File: src/rtl/vend_pkg.sv
// vend_pkg: shared encodings for the coin payout hopper controller.
//   state_t     - payout FSM states
//   coin_sel_t  - hopper denomination select (00=1, 01=2, 10=5, 11 unused)
//   VAL_*       - denomination values in currency units
//   coin_value  - maps a coin_sel code to its value
package vend_pkg;

  typedef enum logic [2:0] {
    S_IDLE,
    S_SELECT,
    S_REQ,
    S_REL,
    S_DONE,
    S_SHORT,
    S_FAULT
  } state_t;

  typedef enum logic [1:0] {
    SEL_1 = 2'b00,
    SEL_2 = 2'b01,
    SEL_5 = 2'b10
  } coin_sel_t;

  localparam logic [3:0] VAL_1 = 4'd1;
  localparam logic [3:0] VAL_2 = 4'd2;
  localparam logic [3:0] VAL_5 = 4'd5;

  // The unused code 11 is worth nothing, so it can never move remaining.
  function automatic logic [3:0] coin_value(input logic [1:0] sel);
    case (sel)
      SEL_1:   coin_value = VAL_1;
      SEL_2:   coin_value = VAL_2;
      SEL_5:   coin_value = VAL_5;
      default: coin_value = '0;
    endcase
  endfunction

endpackage

File: src/rtl/coin_pick.sv
// coin_pick: greedy denomination chooser (purely combinational).
//   remaining  in  amount still owed (caller handles remaining == 0)
//   n5/n2/n1   in  hopper inventory per denomination
//   sel        out chosen coin_sel code
//   valid      out a coin can be paid; low means the change cannot be made
module coin_pick
  import vend_pkg::*;
(
  input  logic [3:0] remaining,
  input  logic [3:0] n5,
  input  logic [3:0] n2,
  input  logic [3:0] n1,
  output logic [1:0] sel,
  output logic       valid
);

  always_comb begin
    sel   = SEL_1;
    valid = 1'b0;
    if ((remaining >= VAL_5) && (n5 != '0)) begin
      sel   = SEL_5;
      valid = 1'b1;
    end else if ((remaining >= VAL_2) && (n2 != '0)) begin
      sel   = SEL_2;
      valid = 1'b1;
    end else if (n1 != '0) begin
      sel   = SEL_1;
      valid = 1'b1;
    end
  end

endmodule

File: src/rtl/coin_payout.sv
// coin_payout: pays out change one coin at a time through a hopper handshake.
//   clk_1ms    in  sole clock, rising edge
//   rst_n      in  asynchronous active-low reset
//   start      in  one-cycle strobe, latches amount when idle
//   amount     in  change to pay (0-15)
//   clr        in  clears the SHORT / FAULT conditions
//   coin_ack   in  hopper acknowledge (level)
//   coin_req   out request one coin of coin_sel
//   coin_sel   out 00=1, 01=2, 10=5 units
//   busy       out high whenever not idle
//   done       out one-cycle pulse at payout completion
//   short      out inventory cannot make the remaining change
//   fault      out hopper failed to acknowledge in time
//   remaining  out amount still owed
//   empty      out {5,2,1} inventory-zero flags
module coin_payout
  import vend_pkg::*;
#(
  parameter int unsigned N5_INIT     = 4,
  parameter int unsigned N2_INIT     = 6,
  parameter int unsigned N1_INIT     = 8,
  parameter int unsigned ACK_TIMEOUT = 15
) (
  input  logic       clk_1ms,
  input  logic       rst_n,
  input  logic       start,
  input  logic [3:0] amount,
  input  logic       clr,
  input  logic       coin_ack,
  output logic       coin_req,
  output logic [1:0] coin_sel,
  output logic       busy,
  output logic       done,
  output logic       short,
  output logic       fault,
  output logic [3:0] remaining,
  output logic [2:0] empty
);

  localparam int unsigned TW = (ACK_TIMEOUT < 2) ? 1 : $clog2(ACK_TIMEOUT);
  localparam logic [TW-1:0] TO_LAST = TW'(ACK_TIMEOUT - 1);

  state_t        state;
  logic [3:0]    n5, n2, n1;
  logic [TW-1:0] ack_cnt;
  logic [1:0]    pick_sel;
  logic          pick_valid;

  coin_pick u_pick (
    .remaining (remaining),
    .n5        (n5),
    .n2        (n2),
    .n1        (n1),
    .sel       (pick_sel),
    .valid     (pick_valid)
  );

  assign empty = {n5 == '0, n2 == '0, n1 == '0};

  always_ff @(posedge clk_1ms or negedge rst_n) begin
    if (!rst_n) begin
      state     <= S_IDLE;
      coin_req  <= 1'b0;
      coin_sel  <= SEL_1;
      busy      <= 1'b0;
      done      <= 1'b0;
      short     <= 1'b0;
      fault     <= 1'b0;
      remaining <= '0;
      ack_cnt   <= '0;
      n5        <= 4'(N5_INIT);
      n2        <= 4'(N2_INIT);
      n1        <= 4'(N1_INIT);
    end else begin
      done <= 1'b0;
      case (state)
        S_IDLE: begin
          if (start) begin
            state     <= S_SELECT;
            remaining <= amount;
            busy      <= 1'b1;
          end
        end

        S_SELECT: begin
          if (remaining == '0) begin
            state <= S_DONE;
            done  <= 1'b1;
          end else if (pick_valid) begin
            state    <= S_REQ;
            coin_sel <= pick_sel;
            coin_req <= 1'b1;
            ack_cnt  <= '0;
          end else begin
            state <= S_SHORT;
            short <= 1'b1;
          end
        end

        // The timeout counter counts cycles spent in REQ without an ack;
        // the final unacknowledged cycle moves straight to FAULT.
        S_REQ: begin
          if (coin_ack) begin
            state     <= S_REL;
            coin_req  <= 1'b0;
            remaining <= remaining - coin_value(coin_sel);
            case (coin_sel)
              SEL_5:   if (n5 != '0) n5 <= n5 - 4'd1;
              SEL_2:   if (n2 != '0) n2 <= n2 - 4'd1;
              SEL_1:   if (n1 != '0) n1 <= n1 - 4'd1;
              default: ;
            endcase
          end else if (ack_cnt == TO_LAST) begin
            state    <= S_FAULT;
            coin_req <= 1'b0;
            fault    <= 1'b1;
          end else begin
            ack_cnt <= ack_cnt + 1'b1;
          end
        end

        S_REL: begin
          if (!coin_ack) state <= S_SELECT;
        end

        S_DONE: begin
          state <= S_IDLE;
          busy  <= 1'b0;
        end

        S_SHORT: begin
          if (clr) begin
            state     <= S_IDLE;
            short     <= 1'b0;
            busy      <= 1'b0;
            remaining <= '0;
          end
        end

        S_FAULT: begin
          if (clr) begin
            state <= S_IDLE;
            fault <= 1'b0;
            busy  <= 1'b0;
          end
        end

        default: begin
          state    <= S_IDLE;
          busy     <= 1'b0;
          coin_req <= 1'b0;
        end
      endcase
    end
  end

endmodule
File: config.mk
export PLATFORM = sky130hd
export DESIGN_NAME = coin_payout
export DESIGN_NICKNAME = d
export VERILOG_FILES = /design/src/rtl/vend_pkg.sv /design/src/rtl/coin_pick.sv /design/src/rtl/coin_payout.sv
export SDC_FILE = /design/constraint.sdc
export NUM_CORES = 1
export LEC_CHECK = 0
export ABC_AREA = 1
export BUFFER_PORTS_ARGS = -buffer_cell sky130_fd_sc_hd__buf_2
export CAP_MARGIN = 20
export CORE_ASPECT_RATIO = 1.1
export CORE_UTILIZATION = 40
export DETAILED_ROUTE_END_ITERATION = 10
export PLACE_DENSITY = 0.66
export REMOVE_ABC_BUFFERS = 1
export SYNTH_ARGS = -nofsm -noshare
export SYNTH_HDL_FRONTEND = slang
export SYNTH_HIERARCHICAL = 1
export SYNTH_SLANG_ARGS = --single-unit
File: constraint.sdc
create_clock -name clk_1ms -period 2.44 [get_ports clk_1ms]
set_input_delay 0 -clock clk_1ms [delete_from_list [all_inputs] [get_ports clk_1ms]]
set_output_delay 0 -clock clk_1ms [all_outputs]
set_load 0.1 [all_outputs]
==> metrics.txt, run 1 <==
status=completed; endpoint of the most critical setup path=empty[1]; summed instance area of the synthesized netlist=1890 um^2; Hold Vio Cnt, Final=0; Final Core Density=0.498; fraction of the mapped netlist area in compound gates=0.0675; CTS Buf Count=5; number of pins exceeding their max-slew limit in the final report=0; effective utilization at floorplan=0.429; mux cell area share after synthesis=0; ratio of final minimum period to clock period=0.693; worst hold slack=0.0592 ns; minimum clock period=1.69 ns; Worst Setup End Kind=output port; path type of the worst setup path=flop to output port; WP buf/inv=2; Synth Instances=266; mean area per synthesized cell=7.11 um^2; mean number of vias per cell=4.91; register area=756 um^2; minimum setup slack among reg-to-reg paths=0.80 ns; worst stage delay on the critical path=0.48 ns; largest delay contributor family on the critical path=buffers and inverters; postcts setup bufs=0; Post-route DRC=0; die height=74.1 um; die outline area=5010 um^2; Final Skew=0.00606 ns; unrepaired setup endpoints after global routing=false; fmax=591 MHz; Placement Rows=25; critical path required time=2.44 ns; slew at the pin closest to its max-slew limit=0.682 ns; Filler Cell Count=455; post-route ant nets=0; maximum fanout along the worst path=3; post-CTS sizing=0; number of global-route vias before repair=1537; library cell occupying the most area in the post-synthesis netlist=dfrtp_1; average routed wire per standard cell=11.4 um; register bit total from synthesis=30; worst reg2reg path depth=8; CP Launch Point=n2[0]; count of unique library cells instantiated by Yosys=23; number of antenna repair diodes=0; area of the multi-input gates=980 um^2; Worst-Skew Late Latency=0.28 ns; biggest area contributors in the synthesized netlist=dfrtp_1 (34%), nand2_1 (16%), nand3_1 (7.1%), inv_1 (6.5%), nor2_1 (6.3%); detailed-placement wirelength estimate=3.03 mm; antenna violations before repair=0; buffers added on ports=22; DR iter-0 viols=159; Sink Count=30; Yosys Warn Count=6; die boundary width=67.6 um; TritonCTS clock tree=done; total congestion overflow after global routing=0; clock slew seen by the registers of the worst setup and hold paths=0.06 ns; global-route wire length before repair=6.89 mm; share of layout cells above drive strength 1=0.166; pin count of the biggest net entering global routing=31; routed wire length=4.01 mm; Worst path depth=5; clock tree root buffer cell=clkbuf_8; CTS HTree Levels=2; xor and xnor fraction of the mapped netlist area=0.0417; endpoints failing setup=0; WP data arrival=1.69 ns; crit start category=flop; via count=1718; number of maximum-capacitance violations=0; Final nets=313; total global routing track utilization=0.184; RR Endpoint=remaining[2]; Area Overhead vs Synth=16.1%; class of the tightest hold or removal check=input port to flop; standard cell core area=4410 um^2; slowest stage cell on the critical path=buf_2; placer congestion estimate=0.887; number of hold-repair buffers added at the cts stage=2; # IOs=23; adder and majority cell fraction of the synthesized area=0.0635; synthesized-area fraction occupied by and/or/nand/nor cells=0.345; worst slew slack as a fraction of its limit=0.545; maximum clock path buffer count=2; main combinational cell family by area after synthesis=simple AND/OR/NAND/NOR gates; launch instance of the worst register-to-register path=coin_sel[0]; fraction of the yosys area taken by sequential cells=0.399; cells traversed along the worst timing path=inv_1 > ha_1 > nand2_1 > nor2_1 > buf_2; top-area cell type share of the netlist area=0.344; number of search-and-repair iterations in the first detailed-routing pass=4
[how the worst min path moves through the flow]
stage,startpoint,endpoint,slack (ns),depth (start not counted)
2_1_floorplan,rst_n,ack_cnt[0],-0.30,0
3_3_place_gp,rst_n,ack_cnt[0],0.08,1
3_5_place_dp,rst_n,ack_cnt[3],0.09,1
4_1_cts,amount[1],remaining[1],0.05,5
5_1_grt,amount[2],remaining[2],0.09,5
6_report,amount[2],remaining[2],0.06,5
[cell usage in the layout (no fill, tap or decap), drive strengths merged, types with 2 or more instances in the layout]
cell / count
dlygate4sd3: 2
nand2: 83
xnor2: 3
nand3: 29
nor2: 36
nand4: 2
ha: 8
xor2: 6
o21ai: 19
dfrtp: 26
buf: 22
clkbuf: 7
a21oi: 5
inv: 39
dfstp: 4
[stage by stage]
step	setup TNS (ns)	instances	cell area (um^2)	worst slack, ns
floorplan	-0.422	264	1880	-0.0855
global placement	0	340	2060	0.796
detailed placement	0	340	2060	0.789
CTS	0	350	2200	0.719
global route	0	350	2200	0.632
finish	0	350	2200	0.749
[layout make-up]
class / instances / area share
multi-input combinational: 195 / 0.446
sequential: 30 / 0.344
inverter: 39 / 0.0667
timing repair buffer: 24 / 0.0593
clock buffer: 7 / 0.0393
tap: 54 / 0.0308
clock inverter: 1 / 0.0137
[synth_stat cells (all sizes together)]
| library cell | instances |
|---|---|
| nand3 | 29 |
| buf | 2 |
| dfstp | 4 |
| a21boi | 1 |
| or2 | 1 |
| nor2 | 36 |
| nand4 | 2 |
| xnor2 | 3 |
| dfrtp | 26 |
| nand2 | 83 |
| ha | 8 |
| fa | 1 |
| inv | 39 |
| o21ai | 19 |
| a21oi | 5 |
| nor3 | 1 |
| xor2 | 6 |
[per-layer routing]
metal / track usage / up-vias / part of all wire
met5: 0 / - / 0
met4: 0.0709 / 0 / 0.016
met3: 0.0506 / 6 / 0.037
met2: 0.289 / 34 / 0.48
met1: 0.238 / 789 / 0.47
li1: - / 889 / -
[worst reg2reg max path, cell delays in order (launching register included)]
cell     delay [ns]
dfrtp_1        0.42
inv_1          0.13
ha_1           0.15
inv_1          0.08
fa_1           0.41
xnor2_1        0.16
o21ai_1        0.07
nand2_1        0.07
nand2_1        0.04
[state kept, by name (all words and copies together), names as in the netlist, 2 cells and up]
register and count:
ack_cnt 4, coin_sel 2, n1 4, n2 4, n5 4, remaining 4
state 3
[kinds of logic after synthesis]
| logic type | Yosys count |
|---|---|
| compound gates | 25 |
| simple gates | 152 |
| fa+ha+maj | 9 |
| flops | 30 |
| buf+inv | 41 |
| xor+xnor | 9 |
Power of run 1 is left out: the tool's default activity adds up to more than one toggle a clock period on the data nets, which glitch-free logic cannot reach.
==> run 2, diff against run 1 <==
clock period = 1.7 ns   (was 2.44 ns; I/O delays follow)
==> run 2 against run 1 <==
Against the previous run:
- cell area grew 2.7%
- global-route usage is essentially flat
- clock-buffer cell count shrank 1
- sequential share of layout area shrank 0.90 points
- critical endpoint unchanged
- largest cell class unchanged
==> metrics.txt, run 2 (same netlist as run 1, synthesis figures left out) <==
total congestion overflow after global routing=0 (unchanged); number of maximum-capacitance violations=0 (unchanged); number of pins exceeding their max-slew limit in the final report=0 (unchanged); slowest stage cell on the critical path=dfrtp_1; Final nets=319 (+1.9%); fmax=636 MHz; placer congestion estimate=0.826 (-6.8%); standard cell core area=4410 um^2 (unchanged); Placement Cell Area=2120 um^2 (+2.9%); Final Skew=0.00533 ns (-0.000732 ns); CTS HTree Levels=2 (unchanged); buffers added on ports=22 (unchanged); cells traversed along the worst timing path=inv_1 > ha_1 > nand2_1 > nor2_1 > buf_4 > buf_12; post-route ant nets=0 (unchanged); maximum clock path buffer count=2 (unchanged); Placement Setup Slack=0.132 ns (-0.657 ns); endpoints failing setup=0 (unchanged); commonest cells after routing, fill and taps aside=nand2_1 (80), inv_1 (33), nor2_1 (32); worst reg2reg path depth=8 (unchanged); TritonCTS clock tree=done; minimum clock period=1.57 ns; path type of the worst setup path=flop to output port; Post-route DRC=0 (unchanged); Layout Cell Area excl Fill=2250 um^2 (+2.7%); crit start category=flop; critical path required time=1.70 ns (-0.74 ns); largest delay contributor family on the critical path=buffers and inverters; Worst Setup End Kind=output port; DR iter-0 viols=107 (-33%); Placement Rows=25 (unchanged); clock tree root buffer cell=clkbuf_8; status=completed; Cells on Worst Hold Path=5 (unchanged); number of global-route vias before repair=1592 (+3.6%); share of layout cells above drive strength 1=0.182 (+0.0166); average routed wire per standard cell=11.4 um (about the same); Hold Vio Cnt, Final=0 (unchanged); pin count of the biggest net entering global routing=31 (unchanged); class of the tightest hold or removal check=input port to flop; Worst path depth=6 (+1); postcts setup bufs=0 (unchanged); global-route wire length before repair=6.83 mm (-0.80%); number of search-and-repair iterations in the first detailed-routing pass=4 (unchanged); clock slew seen by the registers of the worst setup and hold paths=0.06 ns (about the same); mean number of vias per cell=4.83 (-1.6%); die height=74.1 um (unchanged); worst stage delay on the critical path=0.40 ns (-0.08 ns); CTS Buf Count=5 (unchanged); maximum fanout along the worst path=3 (unchanged); detailed-placement wirelength estimate=3.17 mm (+4.6%); total global routing track utilization=0.184 (-0.000203); die boundary width=67.6 um (unchanged); Sink Count=30 (unchanged); total negative setup slack=0 ns (unchanged); effective utilization at floorplan=0.429 (unchanged); Area Overhead vs Synth=19.2%; WP data arrival=1.57 ns (-0.12 ns); WP buf/inv=3 (+1); antenna violations before repair=0 (unchanged); ratio of final minimum period to clock period=0.925; die outline area=5010 um^2 (unchanged); # IOs=23 (unchanged); least setup slack across all paths after layout=0.127 ns (-0.621 ns); Worst-Skew Late Latency=0.28 ns (about the same); slew at the pin closest to its max-slew limit=0.685 ns (+0.00238 ns); via count=1719 (+0.058%); worst slew slack as a fraction of its limit=0.544 (-0.00159); routed wire length=4.07 mm (+1.6%); leading cell type in the layout, fill and taps excluded=nand2_1; number of antenna repair diodes=0 (unchanged); unrepaired setup endpoints after global routing=false
==> run 2: per-stage QoR <==
step / util / hold WS, ns / instances
2_1_floorplan: - / -0.296 / 264
3_3_place_gp: 0.481 / 0.0849 / 346
3_5_place_dp: 0.481 / 0.0931 / 346
4_1_cts: 0.510 / 0.0436 / 356
5_1_grt: 0.511 / 0.0735 / 356
6_report: 0.511 / 0.0525 / 356
==> run 2: timing repair <==
| item | 4_1_cts | 5_1_grt |
|---|---|---|
| resized for setup | 0 | 2 |
| hold endpoints to repair | 27 | 0 |
| hold buffers | 2 | 0 |
| setup endpoints to repair | 0 | 2 |
==> run 2: worst paths after layout <==
path                        startpoint           end  slack (ns)
setup / recovery                 n2[0]      empty[1]        0.13
hold / removal               amount[3]  remaining[3]        0.05
setup reg to reg           coin_sel[0]  remaining[2]        0.13
hold reg to reg                  short         short        0.48
max in group asynchronous        rst_n         n5[0]        0.96
min in group asynchronous        rst_n    ack_cnt[1]        0.29
==> run 2: final cells by class <==
class	count	area (um^2)
Inverter	39	146
Multi-Input combinational cell	195	980
Tap cell	54	67.6
Clock inverter	2	37.5
Timing Repair Buffer	30	195
Clock buffer	6	72.6
Sequential cell	30	756
Fill cell	424	2160
==> run 2: worst reg2reg max path, delay by kind of cell (launching register included) <==
family | cells | cell delay (ns)
and+or+nand+nor | 2 | 0.11
AOI/OAI and AO/OA | 1 | 0.07
adders and majority gates | 2 | 0.55
xor gates and xnor gates | 1 | 0.17
buffers and inverters | 2 | 0.17
DFF | 1 | 0.37
==> run 2: metal layers <==
layer	vias up	GRT usage	wire length (um)
li1	902	-	-
met1	781	0.212	1820
met2	30	0.322	2020
met3	6	0.0506	186
met4	0	0.0615	43
met5	-	0	0
Power of run 2 is left out for the same reason.
==> run 3, diff against run 2 <==
clock period = 1.86 ns   (was 1.7 ns; I/O delays follow)
==> run 3 against run 2 <==
Against the previous run:
- wire length shrank 0.15%
- utilization shrank 1.7 points
- sequential share of layout area grew 1.1 points
- worst setup slack gained 0.037 ns
- hold slack gained 0.0052 ns
- die area is the same
==> metrics.txt, run 3 (same netlist as run 1, synthesis figures left out) <==
commonest cells after routing, fill and taps aside=nand2_1 (80), inv_1 (33), nor2_1 (32); slowest stage cell on the critical path=buf_2; endpoints failing setup=0 (unchanged); routed wire length=4.07 mm (-0.15%); die outline area=5010 um^2 (unchanged); postcts setup bufs=0 (unchanged); Placement Rows=25 (unchanged); cells traversed along the worst timing path=inv_1 > ha_1 > nand2_1 > nor2_1 > buf_2; standard cell core area=4410 um^2 (unchanged); WP buf/inv=2 (-1); CTS Buf Count=5 (unchanged); critical path required time=1.86 ns (+0.16 ns); placer congestion estimate=0.859 (+3.9%); via count=1725 (+0.35%); total congestion overflow after global routing=0 (unchanged); class of the tightest hold or removal check=input port to flop; effective utilization at floorplan=0.429 (unchanged); die height=74.1 um (unchanged); post-route ant nets=0 (unchanged); clock slew seen by the registers of the worst setup and hold paths=0.06 ns (about the same); leading cell type in the layout, fill and taps excluded=nand2_1; total global routing track utilization=0.181 (-0.00242); buffers added on ports=22 (unchanged); Area Overhead vs Synth=15.3%; Placement Cell Area=2070 um^2 (-2.1%); # IOs=23 (unchanged); WP data arrival=1.70 ns (+0.13 ns); worst slew slack as a fraction of its limit=0.549 (+0.00488); detailed-placement wirelength estimate=3.14 mm (-1.1%); Hold Vio Cnt, Final=0 (unchanged); number of pins exceeding their max-slew limit in the final report=0 (unchanged); average routed wire per standard cell=11.6 um (+1.3%); Worst Setup End Kind=output port; unrepaired setup endpoints after global routing=false; Final Skew=0.0103 ns (+0.00496 ns); number of maximum-capacitance violations=0 (unchanged); path type of the worst setup path=flop to output port; Sink Count=30 (unchanged); antenna violations before repair=0 (unchanged); worst stage delay on the critical path=0.48 ns (+0.08 ns); number of global-route vias before repair=1560 (-2.0%); Filler Cell Count=449 (+5.9%); maximum clock path buffer count=2 (unchanged); status=completed; global-route wire length before repair=6.76 mm (-1.0%); pin count of the biggest net entering global routing=31 (unchanged); number of antenna repair diodes=0 (unchanged); share of layout cells above drive strength 1=0.168 (-0.0138); Final nets=315 (-1.3%); die boundary width=67.6 um (unchanged); slew at the pin closest to its max-slew limit=0.677 ns (-0.00732 ns); largest delay contributor family on the critical path=buffers and inverters; minimum clock period=1.70 ns; TritonCTS clock tree=done; mean number of vias per cell=4.91 (+1.8%); DR iter-0 viols=106 (-0.93%); CTS HTree Levels=2 (unchanged); number of search-and-repair iterations in the first detailed-routing pass=4 (unchanged); crit start category=flop; Worst-Skew Late Latency=0.28 ns (about the same); ratio of final minimum period to clock period=0.912; maximum fanout along the worst path=3 (unchanged); clock tree root buffer cell=clkbuf_8; Layout Cell Area excl Fill=2180 um^2 (-3.3%); fmax=590 MHz; Post-route DRC=0 (unchanged)
## run 3: cell count changes in the layout (fill, tap and decap cells not counted)
cell        change
buf_4           -4
buf_2           +3
clkbuf_4        -2
buf_12          -1
bufinv_16       -1
clkbuf_8        +1
clkinvlp_4      -1
## run 3: repair_timing
| item | CTS | global route |
|---|---|---|
| resized for setup | 0 | 0 |
| hold buffers | 2 | 0 |
| endpoints found under the hold margin | 27 | 0 |
## run 3: per-layer routing
metal / global-route usage / share of wire
met3: 0.0368 / 0.041
met2: 0.297 / 0.48
met1: 0.222 / 0.47
met5: 0 / 0
met4: 0.0946 / 0.010
## run 3: final timing paths
kind,startpoint,endpoint,slack (ns),cells past startpoint
setup / recovery,n2[0],empty[1],0.16,5
hold / removal,amount[1],remaining[1],0.06,5
setup reg to reg,coin_sel[0],remaining[2],0.24,8
hold reg to reg,short,short,0.47,2
max in group asynchronous,rst_n,coin_sel[1],1.13,2
min in group asynchronous,rst_n,fault,0.29,2
## run 3: through the flow
step / TNS, ns / hold WS [ns] / cells / setup slack, ns / util
6_report: 0 / 0.0577 / 351 / 0.165 / 0.494
2_1_floorplan: -9.03 / -0.296 / 264 / -0.665 / -
4_1_cts: 0 / 0.0515 / 351 / 0.150 / 0.494
3_3_place_gp: 0 / 0.0910 / 342 / 0.269 / 0.470
5_1_grt: 0 / 0.0804 / 351 / 0.0881 / 0.494
3_5_place_dp: 0 / 0.0855 / 342 / 0.224 / 0.470
## run 3: cell type report
| class | count | area [um^2] | share of cell area |
|---|---|---|---|
| Multi-Input combinational cell | 195 | 980 | 0.449 |
| Clock buffer | 7 | 86.3 | 0.0396 |
| Inverter | 39 | 146 | 0.0671 |
| Tap cell | 54 | 67.6 | 0.0310 |
| Timing Repair Buffer | 26 | 145 | 0.0666 |
| Sequential cell | 30 | 756 | 0.347 |
## run 3: worst min-delay path, stage by stage
cell and delay, ns:
buf_2 0.08, nand3_1 0.07, nand2_1 0.06, nand2_1 0.05, nand2_1 0.05
Power of run 3 is left out for the same reason.
